### src/rtl/calc_pkg.sv
// Shared definitions for the instruction-cache calculator and its program feeder.
// Contents: opcode constants, instruction width, feeder FSM state type, and the
// helper that decides which opcodes the optional prefilter drops.
package calc_pkg;

   localparam int unsigned INSTR_W = 7;

   localparam logic [2:0] OP_ADD    = 3'b000;
   localparam logic [2:0] OP_ADD2   = 3'b001;
   localparam logic [2:0] OP_FMA    = 3'b010;
   localparam logic [2:0] OP_RSVD   = 3'b011;
   localparam logic [2:0] OP_POPC   = 3'b100;
   localparam logic [2:0] OP_BREV   = 3'b101;
   localparam logic [2:0] OP_SETR   = 3'b110;
   localparam logic [2:0] OP_BUBBLE = 3'b111;

   typedef enum logic [2:0] {
      StIdle,
      StLoad,
      StDrain,
      StExec,
      StDone
   } feeder_state_t;

   // Opcodes the calculator always rejects; the prefilter replaces them with a bubble.
   function automatic logic is_reject_op(input logic [2:0] op);
      return (op == OP_RSVD) || (op == OP_BUBBLE);
   endfunction

endpackage

### src/rtl/calc_prog_mem.sv
// Program store for the calculator feeder.
// DEPTH x INSTR_W memory, synchronous write port, asynchronous read port, no reset.
// Ports: clk, we_i/waddr_i/wdata_i (write), raddr_i/rdata_o (combinational read).
module calc_prog_mem
   import calc_pkg::*;
#(
   parameter int unsigned DEPTH = 32,
   parameter int unsigned AW    = 5
) (
   input  logic               clk,
   input  logic               we_i,
   input  logic [AW-1:0]      waddr_i,
   input  logic [INSTR_W-1:0] wdata_i,
   input  logic [AW-1:0]      raddr_i,
   output logic [INSTR_W-1:0] rdata_o
);

   logic [INSTR_W-1:0] mem_q [DEPTH];

   always_ff @(posedge clk) begin
      if (we_i) begin
         mem_q[waddr_i] <= wdata_i;
      end
   end

   assign rdata_o = mem_q[raddr_i];

endmodule

### src/rtl/calc_program_feeder.sv
// Upstream feeder for the 32-entry instruction-cache calculator.
// Holds a host-written program, streams it to the calculator in load mode, then
// drives execute mode for a programmable number of cycles, counting entries the
// calculator flagged invalid or dropped because its cache was full.
// Ports: clk/reset (async, active-high); host side prog_we/prog_addr/prog_data,
// prog_len/exec_cycles/start, busy/done; calculator side mode/opCode/value,
// cache_full_i/invalid_op_i; results invalid_cnt/dropped_cnt.
// Build option: define FEEDER_PREFILTER_EN to replace opcodes 011/111 in LOAD with a
// bubble and count them as invalid directly.
module calc_program_feeder
   import calc_pkg::*;
#(
   parameter int unsigned PROG_DEPTH = 32,
   parameter int unsigned AW         = 5,
   parameter int unsigned CW         = 8
) (
   input  logic          clk,
   input  logic          reset,
   input  logic          prog_we,
   input  logic [AW-1:0] prog_addr,
   input  logic [6:0]    prog_data,
   input  logic [AW:0]   prog_len,
   input  logic [CW-1:0] exec_cycles,
   input  logic          start,
   output logic          busy,
   output logic          done,
   output logic          mode,
   output logic [2:0]    opCode,
   output logic [3:0]    value,
   input  logic          cache_full_i,
   input  logic          invalid_op_i,
   output logic [AW:0]   invalid_cnt,
   output logic [AW:0]   dropped_cnt
);

   localparam int unsigned LW = AW + 1;

   feeder_state_t      state_q;
   logic [AW-1:0]      ptr_q;
   logic [LW-1:0]      len_q;
   logic [CW-1:0]      cyc_q;
   logic [LW-1:0]      invalid_cnt_q;
   logic [LW-1:0]      dropped_cnt_q;
   logic [INSTR_W-1:0] rd_instr;

   logic          idle_like;
   logic          last_load;
   logic          filt_cur;
   logic          sample_flags;
   logic          inv_flag;
   logic          drop_flag;
   logic [LW-1:0] inv_inc;

   assign idle_like = (state_q == StIdle) || (state_q == StDone);

   calc_prog_mem #(
      .DEPTH (PROG_DEPTH),
      .AW    (AW)
   ) u_mem (
      .clk     (clk),
      .we_i    (prog_we && idle_like),
      .waddr_i (prog_addr),
      .wdata_i (prog_data),
      .raddr_i (ptr_q),
      .rdata_o (rd_instr)
   );

   assign last_load = ({1'b0, ptr_q} == (len_q - LW'(1)));

`ifdef FEEDER_PREFILTER_EN
   // Set when the previous LOAD slot was replaced by a bubble: its flags are not ours.
   logic prev_filt_q;

   assign filt_cur     = (state_q == StLoad) && is_reject_op(rd_instr[6:4]);
   assign sample_flags = ((state_q == StLoad && ptr_q != '0) || state_q == StDrain)
                         && !prev_filt_q;

   always_ff @(posedge clk or posedge reset) begin
      if (reset) begin
         prev_filt_q <= 1'b0;
      end else if (idle_like) begin
         prev_filt_q <= 1'b0;
      end else if (state_q == StLoad) begin
         prev_filt_q <= filt_cur;
      end
   end
`else
   assign filt_cur     = 1'b0;
   assign sample_flags = (state_q == StLoad && ptr_q != '0) || (state_q == StDrain);
`endif

   // Flags lag the presented entry by one cycle; invalid takes priority over full.
   assign inv_flag  = sample_flags && invalid_op_i;
   assign drop_flag = sample_flags && !invalid_op_i && cache_full_i;
   assign inv_inc   = LW'(inv_flag) + LW'(filt_cur);

   always_ff @(posedge clk or posedge reset) begin
      if (reset) begin
         state_q       <= StIdle;
         ptr_q         <= '0;
         len_q         <= '0;
         cyc_q         <= '0;
         invalid_cnt_q <= '0;
         dropped_cnt_q <= '0;
      end else begin
         unique case (state_q)
            StIdle, StDone: begin
               if (start) begin
                  len_q         <= prog_len;
                  cyc_q         <= exec_cycles;
                  ptr_q         <= '0;
                  invalid_cnt_q <= '0;
                  dropped_cnt_q <= '0;
                  if (prog_len != '0) begin
                     state_q <= StLoad;
                  end else if (exec_cycles != '0) begin
                     state_q <= StExec;
                  end else begin
                     state_q <= StDone;
                  end
               end
            end
            StLoad: begin
               ptr_q         <= ptr_q + AW'(1);
               invalid_cnt_q <= invalid_cnt_q + inv_inc;
               dropped_cnt_q <= dropped_cnt_q + LW'(drop_flag);
               if (last_load) begin
                  state_q <= StDrain;
               end
            end
            StDrain: begin
               invalid_cnt_q <= invalid_cnt_q + inv_inc;
               dropped_cnt_q <= dropped_cnt_q + LW'(drop_flag);
               state_q       <= (cyc_q != '0) ? StExec : StDone;
            end
            StExec: begin
               cyc_q <= cyc_q - CW'(1);
               if (cyc_q == CW'(1)) begin
                  state_q <= StDone;
               end
            end
            default: state_q <= StIdle;
         endcase
      end
   end

   always_comb begin
      busy   = 1'b0;
      done   = 1'b0;
      mode   = 1'b0;
      opCode = OP_BUBBLE;
      value  = 4'd0;
      unique case (state_q)
         StLoad: begin
            busy = 1'b1;
            if (!filt_cur) begin
               {opCode, value} = rd_instr;
            end
         end
         StDrain: busy = 1'b1;
         StExec: begin
            busy   = 1'b1;
            mode   = 1'b1;
            opCode = 3'd0;
            value  = 4'd0;
         end
         StDone:  done = 1'b1;
         default: ;
      endcase
   end

   assign invalid_cnt = invalid_cnt_q;
   assign dropped_cnt = dropped_cnt_q;

endmodule

### config.mk
export PLATFORM = sky130hd
export DESIGN_NAME = calc_program_feeder
export DESIGN_NICKNAME = d
export VERILOG_FILES = /design/src/rtl/calc_pkg.sv /design/src/rtl/calc_prog_mem.sv /design/src/rtl/calc_program_feeder.sv
export SDC_FILE = /design/constraint.sdc
export NUM_CORES = 1
export LEC_CHECK = 0
export ABC_AREA = 1
export CAP_MARGIN = 30
export CELL_PAD_IN_SITES_DETAIL_PLACEMENT = 0
export CELL_PAD_IN_SITES_GLOBAL_PLACEMENT = 1
export CORE_ASPECT_RATIO = 1.2
export CORE_MARGIN = 10
export CORE_UTILIZATION = 52
export CTS_CLUSTER_SIZE = 20
export DETAILED_ROUTE_END_ITERATION = 10
export GPL_TIMING_DRIVEN = 0
export PLACE_DENSITY = 0.94
export RECOVER_POWER = 50
export SLEW_MARGIN = 0
export SYNTH_ARGS = -nofsm -noshare
export SYNTH_HDL_FRONTEND = slang
export SYNTH_SLANG_ARGS = --single-unit
### constraint.sdc
create_clock -name clk -period 6.1 [get_ports clk]
set_input_delay 0.61 -clock clk [delete_from_list [all_inputs] [get_ports clk]]
set_output_delay 0.61 -clock clk [all_outputs]
set_load 0.03 [all_outputs]
Word-level counts from Yosys, hierarchy flattened

Memory sizes are Yosys's and may differ from the RTL's.
Index checks and enable logic that the tools add are counted.

Register bits: 34
RAM bits: 224
Input port bits: 32
Output and inout port bits: 22
Logic and storage cells: 66
Memories kept: 1

Memories:

| name        | depth | width | read ports | clocked after Yosys merged registers in | write ports | RTL line            | text |
|---|---|---|---|---|---|---|---|
| u_mem.mem_q | 32    | 7     | 1          | 0                                       | 1           | calc_prog_mem.sv:18 | `logic [INSTR_W-1:0] mem_q [DEPTH];` |

Add/subtract/negate cells: 5
Equality and inequality tests: 9
Mux-type cells: 21
Reduce and logical (&&, ||, !) cells: 24

Operators with widths:

| cell                                                 | count |
|---|---|
| one-hot mux 6 bit (2 select lines)                   | 2 |
| 2-to-1 mux 3 bit                                     | 6 |
| one-hot mux 8 bit (2 select lines)                   | 1 |
| nonzero test 8 bit                                   | 2 |
| adder 6 x 1 -> 6 bit                                 | 2 |
| one-hot mux 3 bit (4 select lines)                   | 1 |
| one-hot mux 5 bit (2 select lines)                   | 1 |
| equality test 8 x 1 -> 1 bit (second input constant) | 1 |
| 2-to-1 mux 8 bit                                     | 1 |
| AND reduction 2 bit                                  | 4 |
| subtractor 8 x 1 -> 8 bit (second input constant)    | 1 |
| equality test 3 x 2 -> 1 bit (second input constant) | 2 |
| equality test 5 x 6 -> 1 bit                         | 1 |
| 2-to-1 mux 6 bit                                     | 1 |
| inequality test 2 bit (second input constant)        | 3 |
| one-hot mux 3 bit (2 select lines)                   | 1 |
| nonzero test 2 bit                                   | 3 |
| nonzero test 6 bit                                   | 1 |
| subtractor 6 x 1 -> 6 bit (second input constant)    | 1 |
| adder 5 x 1 -> 5 bit (second input constant)         | 1 |
| logical AND 1 bit                                    | 5 |
| 2-to-1 mux 1 bit                                     | 5 |
| 2-to-1 mux 5 bit                                     | 1 |
| nonzero test 5 bit                                   | 1 |
| 9 further kinds                                      | 11 |

Depth between registers and ports, before layout

Depth after elaboration: 7
Mapped depth: 15
Mapped depth without buffers: 14

Hierarchy

From an unflattened synthesis, not the netlist that was laid out.

Cells, all modules: 1,102
Area total of the unflattened synthesis: 11,433.5 µm²

Modules (own cells, without submodules):

| module              | times used | cells each | area each (µm²) | seq. area each (µm²) |
|---|---|---|---|---|
| calc_prog_mem       | 1          | 806        | 9,276.4         | 6,726.5 |
| calc_program_feeder | 1          | 296        | 2,157.1         | 850.8 |

Least setup slack after synthesis

No wires, ideal clock.

Path type: register to output
Start: register ptr_q[0]
End: output port value[0]
Data arrival time: 1.609 ns
Required time: 5.490 ns
Slack: 3.881 ns
Cell stages (with the launch flop): 11
Buffers on the path: 3
Cells stage by stage: dfrtp_1 -> buf_6 -> inv_2 -> buf_6 -> buf_4 -> nor2_1 -> o22ai_1 -> nand2_1 -> nand2_1 -> o21ai_1 -> nor2_1

Word-level cells in the longest chain between the ends: 2

Ends and longest elaborated chain:

| what                     | RTL line                   | text |
|---|---|---|
| start: declaration       | calc_program_feeder.sv:39  | `logic [AW-1:0] ptr_q;` |
| start signal: assignment | calc_program_feeder.sv:124 | `ptr_q <= ptr_q + AW'(1);` |
| memory (32 x 7 bit)      | -                          |  |
| 2-to-1 mux 4 bit         | calc_program_feeder.sv:153 | `unique case (state_q)` |
| end: declaration         | calc_program_feeder.sv:29  | `output logic [3:0] value,` |

Every way passes these cells.

Worst setup path in the final report

Start: register ptr_q[0]
End: output port value[1]

Same word-level chain as after synthesis.

==> flow_summary.yaml <==
outcome:
  status: "finished clean"
die:
  boundaryPins: 54
  die_h_um: 181
  fp.dieW_um: 154
  std_cell_rows: 58
  core_area_sq_mm: 0.0211
  initial_utilization_pct: 53.1
  die-area_sq_mm: 0.0278
power_and_ir_drop:
  seqPwrFrac_pct: 52.0
  combPwrFrac_pct: 1.6
  peakVddDrop_mv: 0.386
  p_sw_uw: 724
  p_int_uw: 2960
  leakage_uw: 0.00481
  power.switching_fraction_pct: 19.6
  clkPwrFrac_pct: 46.3
  powerDensity_mw_per_mm2: 284
critical_path:
  r2r-start: "state_q[1]$_DFFE_PP0P_"
  rrSetupSlack_ps: 3320
  arrival_ps: 3310
  critical_path.startpoint_type: "flop"
  worstSetupPathType: "reg2out"
  required_ps: 5490
  crit_fanout: 10
  reg2reg_depth: 5
  r2r-end: "u_mem.mem_q[7][2]$_DFFE_PP_"
  end_kind: "output port"
place:
  place_area_sq_mm: 0.0122
  dpl.hpwl_mm: 20.4
  portBuffers: 53
  finalWeightedCongestion: 0.917
detailed_routing:
  ant_nets: 0
  post_drt_wl_per_cell_um: 20.7
  drc: 0
  route.vias.total: 8252
  wl_mm: 29.6
  vias_per_cell: 5.76
  drt_iter0_drc: 854
  drtPass1Iterations: 5
global_route:
  grt_usage_pct: 20.6
  grt_pass1_vias: 8084
  use_met2_pct: 33.8
  grt_first_pass_wirelength_mm: 45.8
  gr-total-overflow: 0
  grt.busiest_layer: "met2"
  met3_usage_pct: 3.28
  antenna_found_initial: 0
  use_met1_pct: 26.3
  grt_max_degree: 29
sta:
  setup-tns-final_ps: 0
  max_slew_margin_pct: 7.31
  rsz0062_at_grt: "no"
  holdWs_ps: 491
  tightest_slew_ps: 1390
  setup_viol: 0
  period_minus_slack_ps: 3920
  fmax_ghz: 0.255
  clock_skew_ps: 22.0
  drv_slew: 0
  report.final.hold_viol_count: 0
  fin_crit_sh_pct: 64.2
clock_network:
  post_cts_buffers: 0
  cts_hold_buf: 0
  cts_resized: 0
  htree_levels: 1
  cts_root_buffer: "clkbuf_16"
  clock_sinks: 258
  cts_buffers: 27
  cts_buffer_depth: 3
  clkTransAtPathRegs_ps: 60
  clk_latency_ps: 540
  cts_tree: "yes"
yosys:
  seq_area_frac_synth_pct: 67.6
  synth_edf_count: 224
  syn_area_sq_mm: 0.0112
  synthFlopType: "edfxtp_1"
  synth_cell_types: 33
  synthTopCellsByArea: "edfxtp_1 (60%), dfrtp_1 (7.6%), nor2_1 (7.0%), nand2_1 (6.6%), o21ai_0 (3.6%)"
  yosys_warnings: 0
  avgSynthCellArea_sq_um: 10.7
  synth_fp_nets: 1094
  synth_top_area_share_pct: 60.0
  ys_seq_elements: 258
  syn_inst: 1052
  synth_area_leader_cell: "edfxtp_1"
  async_flop_share_pct: 13.2
final_layout:
  drive_gt1_share_pct: 7.48
  final_common_cell: "edfxtp_1"
  final_cell_mix: "edfxtp_1 (224), nor2_1 (210), nand2_1 (196), o21ai_0 (81), nand3_1 (69)"
  diodes: 0
  nNetsFinal: 1184
  syn_to_final_growth_pct: 16.1
  design_area_sq_mm: 0.0130
worst_hold_path:
  worstHoldStart: "dropped_cnt[5]$_DFFE_PP0P_"
  hold_depth: 1
  min_to: "dropped_cnt[5]$_DFFE_PP0P_"
  hold_path.class: "reg2reg"
flow_run:
  drv_cap: 0
-- power groups by stage --
stage               Clock (uW)  Sequential [uW]  Combinational [uW]
floorplan                    0             1960                9.62
global placement             0             1960                57.5
detailed placement           0             1950                72.4
CTS                       1710             1920                73.0
global route              1780             1920                65.8
finish                    1710             1920                60.7
-- registers in the layout (all words and copies together), names as in the netlist --
register     cells
ptr_q            5
dropped_cnt      6
invalid_cnt      6
u_mem.mem_q    224
state_q          3
cyc_q            8
len_q            6
-- per-layer routing --
metal / share of wire [%] / wire [um]
met1: 39 / 11700
met4: 3.8 / 1130
met5: 0 / 0
met2: 48 / 14200
met3: 8.8 / 2590
-- worst max-delay path, cell delays in order, from the launching register on --
cell and delay (ps):
dfrtp_1 400, buf_6 150, inv_2 90, clkbuf_1 550
o21ai_0 210, o21ai_1 170, nand2_1 80, nand3_1 150
o21ai_1 140, nor2_1 140, clkdlybuf4s50_1 700
-- stage by stage --
| step | setup slack [ps] | cells | util, % | power (uW) |
|---|---|---|---|---|
| after floorplan | 3880 | 1052 | - | 1970 |
| after global placement | 2850 | 1375 | 57.2 | 2010 |
| after detailed placement | 2820 | 1383 | 58.0 | 2030 |
| after CTS | 2240 | 1433 | 62.3 | 3700 |
| after global routing | 2050 | 1433 | 61.6 | 3760 |
| final | 2180 | 1433 | 61.6 | 3690 |
-- kinds of logic (layout without fill, tap and decap cells) --
family	count (synthesis)	in the layout	share of synthesized area, %
flops	258	258	67.6
buf+inv	107	218	4.51
fa+ha+maj	10	10	1.12
compound gates	188	188	9.05
xor+xnor	3	3	0.235
simple gates	486	486	17.5
-- worst max-delay path by stage --
stage                         start       end  slack [ps]
2_1_floorplan  ptr_q[0]$_DFFE_PP0P_  value[0]        3880
3_3_place_gp   ptr_q[0]$_DFFE_PP0P_  value[1]        2850
3_5_place_dp   ptr_q[0]$_DFFE_PP0P_  value[0]        2820
4_1_cts        ptr_q[0]$_DFFE_PP0P_  value[1]        2240
5_1_grt        ptr_q[0]$_DFFE_PP0P_  value[0]        2050
6_report       ptr_q[0]$_DFFE_PP0P_  value[1]        2180
-- cell type report --
type | count | area (sq um)
buffer | 48 | 283
clock buffer | 32 | 694
clock inverter | 18 | 224
fill | 1674 | 8110
inverter | 59 | 221
multi-input combinational | 687 | 3110
sequential | 258 | 7580
tap | 270 | 338
timing repair buffer | 61 | 561
-- cell usage after synthesis, drive strengths merged (3+ instances only) --
library cell and count:
o22ai 23, nor2 212, ha 10, buf 35
xnor2 3, o211ai 6, edfxtp 224, a21oi 23
clkbuf 13, o21ai 126, nand2 198, nand3 69
inv 59, dfrtp 34
Power figures use the tool's default switching activity.
